### src/rtl/bus_halt_watchdog_pkg.sv
// Shared types and default channel map for the bus halt watchdog.
// The default map gives four 256-byte windows starting at address 0.
package bus_halt_watchdog_pkg;

  typedef enum logic [1:0] {
    IDLE,
    WAIT,
    DONE
  } state_t;

  localparam logic [31:0] DEF_ERR_DATA = 32'hDEAD_BEEF;

  localparam logic [127:0] DEF_CH_BASE = {
    32'h0000_0300, 32'h0000_0200,
    32'h0000_0100, 32'h0000_0000
  };

  localparam logic [127:0] DEF_CH_LAST = {
    32'h0000_03FF, 32'h0000_02FF,
    32'h0000_01FF, 32'h0000_00FF
  };

endpackage

### src/rtl/bus_addr_decode.sv
// Combinational range decoder; the lowest matching channel wins.
// Produces a hit flag and a one-hot channel select.
module bus_addr_decode
  import bus_halt_watchdog_pkg::*;
#(
  parameter int NUM_CH = 4,
  parameter int ADDR_W = 32,
  parameter logic [NUM_CH*ADDR_W-1:0] CH_BASE = DEF_CH_BASE,
  parameter logic [NUM_CH*ADDR_W-1:0] CH_LAST = DEF_CH_LAST
) (
  input  logic [ADDR_W-1:0] addr,
  output logic              hit,
  output logic [NUM_CH-1:0] sel
);

  // Scan high to low so the lowest index overwrites last.
  always_comb begin
    hit = 1'b0;
    sel = '0;
    for (int i = NUM_CH - 1; i >= 0; i--) begin
      if (addr >= CH_BASE[i*ADDR_W +: ADDR_W] &&
          addr <= CH_LAST[i*ADDR_W +: ADDR_W]) begin
        hit    = 1'b1;
        sel    = '0;
        sel[i] = 1'b1;
      end
    end
  end

endmodule

### src/rtl/bus_halt_watchdog.sv
// Stalls the CPU while a downstream channel completes a request,
// returning error data and flagging a sticky error on miss/timeout.
module bus_halt_watchdog
  import bus_halt_watchdog_pkg::*;
#(
  parameter int NUM_CH  = 4,
  parameter int ADDR_W  = 32,
  parameter int DATA_W  = 32,
  parameter int TIMEOUT = 255,
  parameter logic [NUM_CH*ADDR_W-1:0] CH_BASE = DEF_CH_BASE,
  parameter logic [NUM_CH*ADDR_W-1:0] CH_LAST = DEF_CH_LAST,
  parameter logic [DATA_W-1:0] ERR_DATA = DEF_ERR_DATA
) (
  input  logic                     clk_i,
  input  logic                     reset_i,
  input  logic                     cpu_req_i,
  input  logic                     cpu_we_i,
  input  logic [ADDR_W-1:0]        cpu_addr_i,
  input  logic [DATA_W-1:0]        cpu_wdata_i,
  output logic                     cpu_halt_o,
  output logic [DATA_W-1:0]        cpu_rdata_o,
  output logic                     cpu_rvalid_o,
  output logic [NUM_CH-1:0]        ch_req_o,
  output logic                     ch_we_o,
  output logic [ADDR_W-1:0]        ch_addr_o,
  output logic [DATA_W-1:0]        ch_wdata_o,
  input  logic [NUM_CH-1:0]        ch_ack_i,
  input  logic [NUM_CH*DATA_W-1:0] ch_rdata_i,
  output logic                     err_o,
  output logic [ADDR_W-1:0]        err_addr_o,
  input  logic                     err_clr_i
);

  localparam int CW = $clog2(TIMEOUT + 1);
  localparam logic [CW-1:0] CNT_MAX = CW'(TIMEOUT - 1);

  state_t              state_q;
  state_t              state_d;
  logic [CW-1:0]       cnt_q;
  logic [NUM_CH-1:0]   sel_q;
  logic [NUM_CH-1:0]   dec_sel;
  logic [NUM_CH-1:0]   ch_req_q;
  logic                dec_hit;
  logic                take;
  logic                ack_hit;
  logic                err_set;
  logic                rd_ld;
  logic                we_q;
  logic                err_q;
  logic [ADDR_W-1:0]   addr_q;
  logic [ADDR_W-1:0]   err_addr_q;
  logic [ADDR_W-1:0]   err_src;
  logic [DATA_W-1:0]   wdata_q;
  logic [DATA_W-1:0]   rdata_q;
  logic [DATA_W-1:0]   ack_data;
  logic [DATA_W-1:0]   rd_val;

  bus_addr_decode #(
    .NUM_CH  (NUM_CH),
    .ADDR_W  (ADDR_W),
    .CH_BASE (CH_BASE),
    .CH_LAST (CH_LAST)
  ) u_dec (
    .addr (cpu_addr_i),
    .hit  (dec_hit),
    .sel  (dec_sel)
  );

  assign take    = (state_q == IDLE) && cpu_req_i;
  assign ack_hit = |(ch_ack_i & sel_q);
  assign err_src = (state_q == IDLE) ? cpu_addr_i : addr_q;

  always_comb begin
    ack_data = '0;
    for (int i = 0; i < NUM_CH; i++) begin
      if (sel_q[i]) begin
        ack_data = ack_data | ch_rdata_i[i*DATA_W +: DATA_W];
      end
    end
  end

  // An ack on the expiry cycle is checked first so it beats the timeout.
  always_comb begin
    state_d = state_q;
    err_set = 1'b0;
    rd_ld   = 1'b0;
    rd_val  = ERR_DATA;
    unique case (state_q)
      IDLE: begin
        if (cpu_req_i) begin
          if (dec_hit) begin
            state_d = WAIT;
          end else begin
            state_d = DONE;
            err_set = 1'b1;
            rd_ld   = 1'b1;
          end
        end
      end
      WAIT: begin
        if (ack_hit) begin
          state_d = DONE;
          rd_ld   = 1'b1;
          rd_val  = ack_data;
        end else if (cnt_q == CNT_MAX) begin
          state_d = DONE;
          err_set = 1'b1;
          rd_ld   = 1'b1;
        end
      end
      DONE:    state_d = IDLE;
      default: state_d = IDLE;
    endcase
  end

  always_ff @(posedge clk_i) begin
    if (reset_i) begin
      state_q    <= IDLE;
      cnt_q      <= '0;
      sel_q      <= '0;
      ch_req_q   <= '0;
      we_q       <= 1'b0;
      addr_q     <= '0;
      wdata_q    <= '0;
      rdata_q    <= '0;
      err_q      <= 1'b0;
      err_addr_q <= '0;
    end else begin
      state_q  <= state_d;
      cnt_q    <= (state_q == WAIT) ? cnt_q + 1'b1 : '0;
      ch_req_q <= (take && dec_hit) ? dec_sel : '0;
      if (take) begin
        we_q <= cpu_we_i;
      end
      if (take && dec_hit) begin
        sel_q   <= dec_sel;
        addr_q  <= cpu_addr_i;
        wdata_q <= cpu_wdata_i;
      end
      if (rd_ld) begin
        rdata_q <= rd_val;
      end
      // A new error beats a same-cycle clear and captures its address.
      if (err_set) begin
        err_q <= 1'b1;
        if (!err_q || err_clr_i) begin
          err_addr_q <= err_src;
        end
      end else if (err_clr_i) begin
        err_q <= 1'b0;
      end
    end
  end

  assign cpu_halt_o   = !reset_i &&
                        ((state_q == WAIT) || (take && dec_hit));
  assign cpu_rvalid_o = !reset_i && (state_q == DONE) && !we_q;
  assign cpu_rdata_o  = rdata_q;
  assign ch_req_o     = ch_req_q;
  assign ch_we_o      = we_q;
  assign ch_addr_o    = addr_q;
  assign ch_wdata_o   = wdata_q;
  assign err_o        = err_q;
  assign err_addr_o   = err_addr_q;

endmodule

### config.mk
export PLATFORM = sky130hd
export DESIGN_NAME = bus_halt_watchdog
export DESIGN_NICKNAME = d
export VERILOG_FILES = /design/src/rtl/bus_halt_watchdog_pkg.sv /design/src/rtl/bus_addr_decode.sv /design/src/rtl/bus_halt_watchdog.sv
export SDC_FILE = /design/constraint.sdc
export NUM_CORES = 1
export LEC_CHECK = 0
export CAP_MARGIN = 0
export CORE_MARGIN = 2
export CORE_UTILIZATION = 40
export DETAILED_ROUTE_END_ITERATION = 10
export GPL_ROUTABILITY_DRIVEN = 0
export HOLD_SLACK_MARGIN = 0.03
export MAX_ROUTING_LAYER = met4
export PLACE_DENSITY = 0.89
export SLEW_MARGIN = 40
export SYNTH_ARGS = -nofsm -noshare
export SYNTH_HDL_FRONTEND = slang
export SYNTH_SLANG_ARGS = --single-unit
### constraint.sdc
create_clock -name clk_i -period 2.2 [get_ports clk_i]
set_input_delay 0.33 -clock clk_i [delete_from_list [all_inputs] [get_ports clk_i]]
set_output_delay 0.33 -clock clk_i [all_outputs]
set_load 0.05 [all_outputs]
==> After elaboration in Yosys (flattened, before gate mapping) <==
Cells that the tools add are included.
{ "classes": {"n_mul": 0, "reduce_logical": 21, "order_cmp": 8, "n_eq_ne": 5, "shifts": 0, "bitwise_logic": 6, "n_addsub": 1, "div_mod_pow": 0, "mux": 29} }
{ "ops": {"columns": ["op", "count"], "rows": [
  ["$mux 32", 7],
  ["$or 32x32->32", 3],
  ["$ge 32x10->1 const B", 2],
  ["$le 32x10->1 const B", 2],
  ["$ge 32x1->1 const B", 1],
  ["$ge 32x9->1 const B", 1],
  ["$le 32x8->1 const B", 1],
  ["$le 32x9->1 const B", 1],
  ["$mux 4", 4],
  ["$mux 1", 11],
  ["$logic_and 1x1->1", 9],
  ["$add 8x1->8 const B", 1],
  ["$eq 8x8->1 const B", 1],
  ["$mux 2", 4],
  ["$and 4x4->4", 1],
  ["$pmux 1 s2", 2],
  ["$pmux 2 s2", 1],
  ["$reduce_and 2->1", 2],
  ["$reduce_or 2->1", 2],
  ["$reduce_or 4->1", 1],
  ["$logic_not 1->1", 3],
  ["$ne 3x3->1 const B", 1],
  ["$eq 2x1->1 const B", 1],
  ["$eq 2x2->1 const B", 1],
  ["other kinds (5)", 7]
]} }
{ "totals": {"latchBits": 0, "in_bits": 201, "n_memories": 0, "ram_bits": 0, "mem_bits_ro": 0, "reg_bits": 148, "output_inout_bits": 136} }

==> Longest topological paths before layout <==
Gate-level depths: netlist of the first run.
{ "depth": {"ltp_word": 10, "ltp_mapped": 7} }

==> By module <==
A second synthesis of the first run with hierarchy kept.
{ "unflattened": {"cells_unflattened": 734, "area_unflattened_um2": 6666.4} }
{ "by_module_without_submodules": {"columns": ["mod", "cells_per_inst", "area_each_um2", "instances"], "rows": [
  ["bus_halt_watchdog", 717, 6561.3, 1],
  ["bus_addr_decode", 17, 105.1, 1]
]} }

==> Least setup slack after synthesis of the first run <==
OpenSTA, ideal clock, no wires.
{ "synth_timing": {"path_type": "input-to-output", "from": "in reset_i", "to": "out cpu_rvalid_o", "required_ps": 1870, "t_arrival_ps": 2349, "slack_ps": -479, "path_stages": 3, "path_cell_list": "clkbuf_1 > clkbuf_1 > nor4b_1"} }
{ "synth_between": {"elab_chain_cells": 3} }
{ "synth_rtl": {"columns": ["item", "line_no", "rtl"], "rows": [
  ["start: declaration", "bus_halt_watchdog.sv:15", "input logic reset_i,"],
  ["$logic_not 1->1", "bus_halt_watchdog.sv:157", "assign cpu_rvalid_o = !reset_i && (state_q == DONE) && !we_q;"],
  ["$logic_and 1x1->1 (2 in a row)", "bus_halt_watchdog.sv:157", null],
  ["end: declaration", "bus_halt_watchdog.sv:22", "output logic cpu_rvalid_o,"]
]} }
No other way between the ends.

==> Worst setup path after layout of the first run <==
{ "layout_timing": {"from": "in cpu_addr_i[17]", "to": "out cpu_halt_o"} }
{ "layout_between": {"elab_chain_cells": 9, "word_cells_on_any_way": 19, "cone_classes": "order compare (8); mux (4); reduce/logical (7)"} }
{ "layout_rtl": {"columns": ["item", "line_no", "rtl"], "rows": [
  ["start: declaration", "bus_halt_watchdog.sv:18", "input logic [ADDR_W-1:0] cpu_addr_i,"],
  ["$ge 32x10->1 / $le 32x10->1 (equally long branches)", "bus_addr_decode.sv:21, bus_addr_decode.sv:22", null],
  ["$logic_and 1x1->1", "bus_addr_decode.sv:21", "if (addr >= CH_BASE[i*ADDR_W +: ADDR_W] &&"],
  ["$mux 1 (3 in a row)", "bus_addr_decode.sv:21", null],
  ["$mux 1 (*)", "bus_addr_decode.sv:21", null],
  ["$logic_and 1x1->1 (*)", "bus_halt_watchdog.sv:156", "((state_q == WAIT) || (take && dec_hit));"],
  ["$logic_or 1x1->1 (*)", "bus_halt_watchdog.sv:156", null],
  ["$logic_and 1x1->1 (*)", "bus_halt_watchdog.sv:155", "assign cpu_halt_o = !reset_i &&"],
  ["end: declaration", "bus_halt_watchdog.sv:20", "output logic cpu_halt_o,"]
]} }
Mark *: on every way between the ends. The rest lies on a longest branch, timed or not.

==> results of run 1 <==
-- cell usage in the layout, fill, tap and decap left out, types with 3 or more instances in the layout --
master           Yosys  layout
a211oi_2            20      20
a21oi_1             62      60
a221oi_1             8       8
a22o_1               8       8
a22oi_1             48      48
a31o_2              10      10
a31oi_1             24      24
and2_1              23      23
and3_1               3       3
and3b_1             22      22
buf_12               0      12
buf_4                3      33
clkbuf_16            0      17
clkbuf_8             0       3
clkdlybuf4s50_1      0     322
clkinv_2             0       3
clkinvlp_4           0       3
dfxtp_1            148     148
dlygate4sd2_1        0       6
dlymetal6s2s_1       0       5
inv_1               11      11
mux2i_1             32      32
nand2_1             96      96
nand2b_1            11      11
nand3_1              7       6
nand4_1              4       4
nor2_1              17      16
nor4_2               0       4
o21a_1              25      24
o32ai_1              8       8
xor2_1               4       4
-- per-stage QoR --
stage / power (mW) / cell area (um^2)
global placement: 4.11 / 10200
finish: 6.97 / 10900
CTS: 7.02 / 10800
floorplan: 3.46 / 6370
global route: 7.22 / 10900
detailed placement: 4.13 / 10200
-- routing by layer --
metal  track usage [%]  up-vias  wire length [um]
met3              7.71       49              1890
met2              44.1      286             11300
met1              29.7     3148              8740
li1                  -     3167                 -
met5                 -        -                 0
met4              10.1        0               550
-- registers in the layout, indices dropped and copies added, names as in the netlist --
signal       flops
ch_addr_o       32
ch_req_o         4
ch_wdata_o      32
ch_we_o          1
cnt_q            8
cpu_rdata_o     32
err_addr_o      32
err_o            1
sel_q            4
state_q          2
-- worst min path at each step --
stage                     endpoint  slack, ps      startpoint  cells past startpoint
floorplan              ch_req_o[0]        410   cpu_addr_i[8]                      1
global route            state_q[0]        340         reset_i                      2
finish                  state_q[0]        320         reset_i                      2
global placement    ch_wdata_o[27]        440  ch_wdata_o[27]                      2
CTS                     state_q[0]        310         reset_i                      2
detailed placement  ch_wdata_o[20]        450  ch_wdata_o[20]                      2
-- kinds of logic after synthesis --
family | count (synthesis)
AOI/OAI and AO/OA | 222
xor gates and xnor gates | 5
adders and majority gates | 2
buffers and inverters | 72
DFF | 148
muxes | 33
and+or+nand+nor | 201
-- where the power goes --
group / leakage [nW] / total, mW / switching (mW) / internal (mW)
Clock: 0.286 / 2.89 / 1.13 / 1.76
Sequential: 1.21 / 2.82 / 0.0508 / 2.77
Combinational: 2.51 / 1.26 / 0.634 / 0.630
Total: 4.01 / 6.97 / 1.81 / 5.16
-- critical path, delay by kind of cell --
family | cells | cell delay [ps]
buffers and inverters | 3 | 750
AND/OR/NAND/NOR | 3 | 540
AO/OA/AOI/OAI | 1 | 180
-- cell usage after synthesis, types with 2 or more instances --
cell type  instances
nand4_1            4
mux2i_1           32
a22oi_1           48
clkbuf_1          43
nor2b_1            2
ha_1               2
a31oi_1           24
a211oi_1           2
inv_1             11
o21ai_0            2
dfxtp_1          148
and3_1             3
and3b_1           22
a211oi_2          20
a31o_2            10
nand3_1            7
and4_1             2
nor4b_1            2
nor2_1            17
buf_1              2
nand2b_1          11
o32ai_1            8
a22oi_2            2
a21oi_1           62
nor4_1             5
xor2_1             4
a22o_1             8
o21a_1            25
buf_2             10
nand2_1           96
buf_6              3
buf_4              3
and2_1            23
a221oi_1           8
-- layout make-up --
| class | count | area [um^2] | area share [%] |
|---|---|---|---|
| sequential | 148 | 2960 | 27.3 |
| clock buffer | 21 | 470 | 4.33 |
| timing repair buffer | 378 | 3830 | 35.2 |
| tap | 216 | 270 | 2.49 |
| multi-input combinational | 463 | 3160 | 29.1 |
| inverter | 11 | 41.3 | 0.380 |
| clock inverter | 11 | 124 | 1.14 |
| antenna | 2 | 5.00 | 0.0461 |
-- repair_timing --
action | 4_1_cts | 5_1_grt
setup buffers | 0 | 1
pin swaps | 5 | 4
resized for setup | 11 | 7
setup endpoints to repair | 1 | 1
cloned | 0 | 0
==> out/qor.csv, run 1 <==
stage;metric;value;unit
logic_synthesis;Synth cell types;46;
setup_path;reg2reg setup slack;270;ps
global_route;vias in the first global route;6649;
routing;Routed WL per cell;18.0;um
placed_design;pre-CTS setup slack;-198;ps
logic_synthesis;total of warnings raised by yosys;0;
setup_path;worst r2r path cells;5;
layout;Synth-to-Final Area Change;70.8;%
logic_synthesis;Main synth FF type;dfxtp_1;
logic_synthesis;post-synthesis register bit count;148;
setup_path;Worst Setup End Kind;output pin;
sta;setup tns final;0;ps
logic_synthesis;cell count after synthesis;683;
layout;Final Util;69.1;%
logic_synthesis;XOR/XNOR Fraction of Synth Area;0.689;%
placed_design;post-DP HPWL;16.4;mm
floorplanning;Initial Util;40.5;%
logic_synthesis;Post-synth EDFFs;0;
pwr;Static Leak;4.01;nW
global_route;initial antenna violation count;2;
setup_path;critical path startpoint;cpu_addr_i[17];
sta;final hold vios;0;
global_route;GRT Overall Usage;26.3;%
logic_synthesis;Avg Inst Size Synth;9.31;um^2
routing;total number of vias;6650;
global_route;grt total ovfl;0;
layout;Filler cells;1184;
global_route;global-route wire length before repair;33.5;mm
logic_synthesis;mux cell area share after synthesis;5.22;%
setup_path;critical-path maximum fanout;2;
clock_network;clk sinks;148;
clock_network;clock buffer depth;2;
layout;Nets;1222;
sta;Setup Skew;10.2;ps
setup_path;Worst Setup EP;cpu_halt_o;
pwr;VDD IR-drop max;0.497;mV
sta;slew margin rel.;61.6;%
layout;Finished Layout Cells;1250;
clock_network;TritonCTS clock tree;done;
sta;Fin Hold WS;325;ps
sta;Max Freq;470;MHz
routing;final WL;22.5;mm
logic_synthesis;area share of the largest cell type after synthesis;46.6;%
floorplanning;# rows;46;
placed_design;Port Buf Inserts;336;
setup_path;worst r2r dst;err_addr_o[11];
setup_path;Reg-to-Reg Start;cnt_q[4];
clock_network;htree depth;4;
routing;vias per std cell;5.32;
sta;part of the cycle the worst path needs;96.8;%
logic_synthesis;Compound-Gate Fraction of Synth Area;25.6;%
logic_synthesis;Async SR Flop Fraction;0;%
routing;Final ANT Viol Nets;0;
clock_network;CTS clk-pin slew, worst paths;60;ps
status;status;completed;
floorplanning;CORE AREA;15700;um^2
layout;share of layout cells above drive strength 1;12.0;%
floorplanning;Die Area;16900;um^2
routing;drc violations;0;
setup_path;Cell Chain, Critical Path;clkdlybuf4s50_1 -> nor4_2 -> buf_4 -> and4_4 -> nand3_4 -> a21oi_4 -> buf_12;
clock_network;# hold bufs at CTS;0;
logic_synthesis;Post-Synth Simple-Gate Area;16.5;%
sta;post-route setup slack;70.5;ps
sta;Final min period;2130;ps
logic_synthesis;post-synth top area cell;dfxtp_1;
routing;DR iter-0 viols;335;
global_route;largest net degree at the start of global routing;76;
clock_network;total CTS buffers;17;
sta;final setup vio count;0;
sta;Final Max Slew Viols;0;
setup_path;CP Launch Type;primary input;
pwr;power density cells;642;nW/um^2
setup_path;data required time at the worst endpoint;1870;ps
min_path;type of the tightest min-delay check;primary input to flop;
sta;RSZ-0062 raised after global routing;false;
placed_design;Placed Cells;1215;
setup_path;slowest stage delay, CP;440;ps
floorplanning;Die W;130;um
logic_synthesis;top cells by area, synth;dfxtp_1, a22oi_1, nand2_1, mux2i_1, a21oi_1;
sta;pin slew with the least headroom to its limit;574;ps
setup_path;slowest CP cell;clkdlybuf4s50_1;
clock_network;Clock Latency Late Sink;410;ps
setup_path;CP Data Arrival Time;1800;ps
clock_network;root buf cell;clkbuf_16;
logic_synthesis;Mapped Nets;886;
setup_path;worst setup path category;primary input to output pin;
logic_synthesis;Mapped Area;6360;um^2
floorplanning;num ports;337;
flow_run;Max Cap Viol;0;
logic_synthesis;sequential share of the synthesized area;46.6;%
logic_synthesis;post-synthesis adder-cell area fraction;0.394;%
floorplanning;die height;130;um
routing;first drt pass iteration count;5;
logic_synthesis;largest family of logic cells by synthesized area;compound AO/OA/AOI/OAI gates;
Power figures use the tool's default switching activity.
==> inputs of run 2 (changes only) <==
Settings changed: REMOVE_ABC_BUFFERS set to 1.
==> run 2 against run 1 <==
  * Sequential share of layout area rose by 0.24 points
  * Power rose by 1.1%
  * Register-to-register slack got worse by 80 ps
  * Die area did not move
  * Clock power rose by 3%
  * Critical path depth did not move
  * Flip-flop and latch count did not move
==> out/qor.csv, run 2 (synthesized netlist as in run 1, its figures left out) <==
stage;metric;value;unit
floorplanning;die height;130;um
clock_network;# hold bufs at CTS;0;
setup_path;delay-heaviest family, CP;simple AND/OR/NAND/NOR gates;
setup_path;reg2reg setup slack;190;ps
global_route;GRT Overall Usage;26.9;%
global_route;grt total ovfl;0;
setup_path;CP Data Arrival Time;1790;ps
pwr;Pwr Total;7.05;mW
routing;vias per std cell;5.33;
status;status;completed;
routing;first drt pass iteration count;5;
sta;Fin Hold WS;371;ps
flow_run;Max Cap Viol;0;
global_route;initial antenna violation count;2;
min_path;Worst Hold Endpoint;err_addr_o[30];
sta;Setup Skew;11.0;ps
setup_path;worst setup path category;primary input to output pin;
sta;Final Max Slew Viols;0;
layout;Nets;1211;
floorplanning;Initial Util;40.5;%
setup_path;data required time at the worst endpoint;1870;ps
min_path;type of the tightest min-delay check;primary input to flop;
clock_network;total CTS buffers;17;
clock_network;clock buffer depth;2;
routing;final WL;23.4;mm
pwr;VDD IR-drop max;0.604;mV
global_route;largest net degree at the start of global routing;88;
placed_design;post-DP HPWL;16.5;mm
layout;commonest non-fill, non-tap cell in the layout;clkdlybuf4s50_1;
clock_network;clk sinks;148;
clock_network;CTS clk-pin slew, worst paths;60;ps
setup_path;CP Buf/Inv Count;3;
pwr;Static Leak;3.96;nW
setup_path;worst r2r path cells;5;
sta;Max Freq;472;MHz
sta;final setup vio count;0;
floorplanning;CORE AREA;15700;um^2
global_route;global-route wire length before repair;33.8;mm
sta;pin slew with the least headroom to its limit;626;ps
setup_path;critical-path maximum fanout;3;
clock_network;root buf cell;clkbuf_16;
setup_path;Worst Setup End Kind;output pin;
layout;share of layout cells above drive strength 1;11.0;%
setup_path;Reg-to-Reg Start;state_q[0];
setup_path;CP Launch Type;primary input;
pwr;power density cells;655;nW/um^2
layout;Filler cells;1214;
global_route;grt met3 use;9.39;%
floorplanning;num ports;337;
setup_path;slowest stage delay, CP;310;ps
global_route;GR Layer Usage met2;44.9;%
sta;slew margin rel.;57.7;%
floorplanning;# rows;46;
routing;DR iter-0 viols;344;
clock_network;htree depth;4;
floorplanning;Die W;130;um
clock_network;Clock Latency Late Sink;420;ps
sta;Final min period;2120;ps
global_route;vias in the first global route;6344;
routing;drc violations;0;
layout;most frequent cells in the layout;clkdlybuf4s50_1, dfxtp_1, nand2_1, a21oi_1, a22oi_1;
global_route;grt met1 use;29.8;%
routing;Final ANT Viol Nets;0;
min_path;worst hold path depth;3;
clock_network;TritonCTS clock tree;done;
sta;RSZ-0062 raised after global routing;false;
layout;Final Util;68.5;%
sta;final hold vios;0;
setup_path;slowest CP cell;nor4_4;
global_route;routing layer with the top usage in global route;met2;
min_path;Hold Startpoint;cpu_addr_i[30];
layout;Synth-to-Final Area Change;69.3;%
setup_path;Cell Chain, Critical Path;dlygate4sd2_1 -> nor4_4 -> buf_4 -> and4_4 -> nand3_4 -> a21oi_4 -> buf_12;
placed_design;Port Buf Inserts;336;
routing;total number of vias;6602;
setup_path;worst r2r dst;err_addr_o[25];
floorplanning;Die Area;16900;um^2
sta;part of the cycle the worst path needs;96.4;%
routing;Routed WL per cell;18.9;um
## run 2: cell types whose count changed in the layout (fill, tap and decap cells not counted), sizes merged
cell	delta
clkdlybuf4s50	-3
clkbuf	-1
buf	-11
dlymetal6s2s	+2
dlygate4sd2	+1
bufinv	+1
## run 2: area by class of cell
| type | instances | area, um^2 | share of cell area (%) |
|---|---|---|---|
| timing repair buffer | 367 | 3710 | 34.5 |
| multi-input combinational | 463 | 3170 | 29.5 |
| sequential | 148 | 2960 | 27.5 |
| clock buffer | 20 | 447 | 4.15 |
| tap | 216 | 270 | 2.51 |
| clock inverter | 12 | 154 | 1.43 |
| inverter | 11 | 41.3 | 0.384 |
| antenna | 2 | 5.00 | 0.0465 |
## run 2: metal layers
metal	routed length [um]	vias up	share of wire, %
li1	-	3137	-
met1	8870	3114	38
met2	11700	302	50
met3	2230	49	9.5
met4	609	0	2.6
met5	0	-	0
## run 2: repair_timing
action	CTS	global route
endpoints found under the hold margin	0	0
setup buffers	0	2
cloned	0	0
setup endpoints to repair	14	4
gates resized for setup	16	9
pin swaps	3	6
## run 2: how the worst max path moves through the flow
| stage | startpoint | end | slack [ps] | depth (start not counted) |
|---|---|---|---|---|
| after floorplan | state_q[1] | ch_addr_o[10] | -2910 | 5 |
| after global placement | cpu_addr_i[23] | err_addr_o[13] | -300 | 8 |
| after detailed placement | cpu_addr_i[19] | ch_req_o[0] | -430 | 7 |
| after CTS | cpu_addr_i[27] | cpu_halt_o | 3 | 7 |
| after global routing | cpu_addr_i[27] | cpu_halt_o | 20 | 7 |
| final | cpu_addr_i[19] | cpu_halt_o | 80 | 7 |
## run 2: per-stage QoR
stage	setup slack (ps)	instance area, um^2	std cells	setup TNS (ps)
2_1_floorplan	-2910	6080	622	-314660
3_3_place_gp	-302	10100	1203	-30870
3_5_place_dp	-429	10100	1203	-41770
4_1_cts	2.69	10700	1235	0
5_1_grt	21.1	10800	1239	0
6_report	79.5	10800	1239	0
## run 2: tightest hold or removal path: stages
cell            delay (ps)
dlymetal6s2s_1         140
mux2i_1                180
a211oi_2                90
## run 2: power by group
group / internal (mW) / switching [mW] / leakage, nW / total, mW
clock network: 1.82 / 1.15 / 0.287 / 2.97
logic: 0.622 / 0.640 / 2.47 / 1.26
registers: 2.77 / 0.0484 / 1.21 / 2.82
==> inputs of run 3 (changes only) <==
Settings changed: GPL_TIMING_DRIVEN set to 1, HOLD_SLACK_MARGIN 0.03 to not set, TNS_END_PERCENT set to 50.
==> results of run 3 <==
Final layout, timing and power as in run 2 (identical DEF).
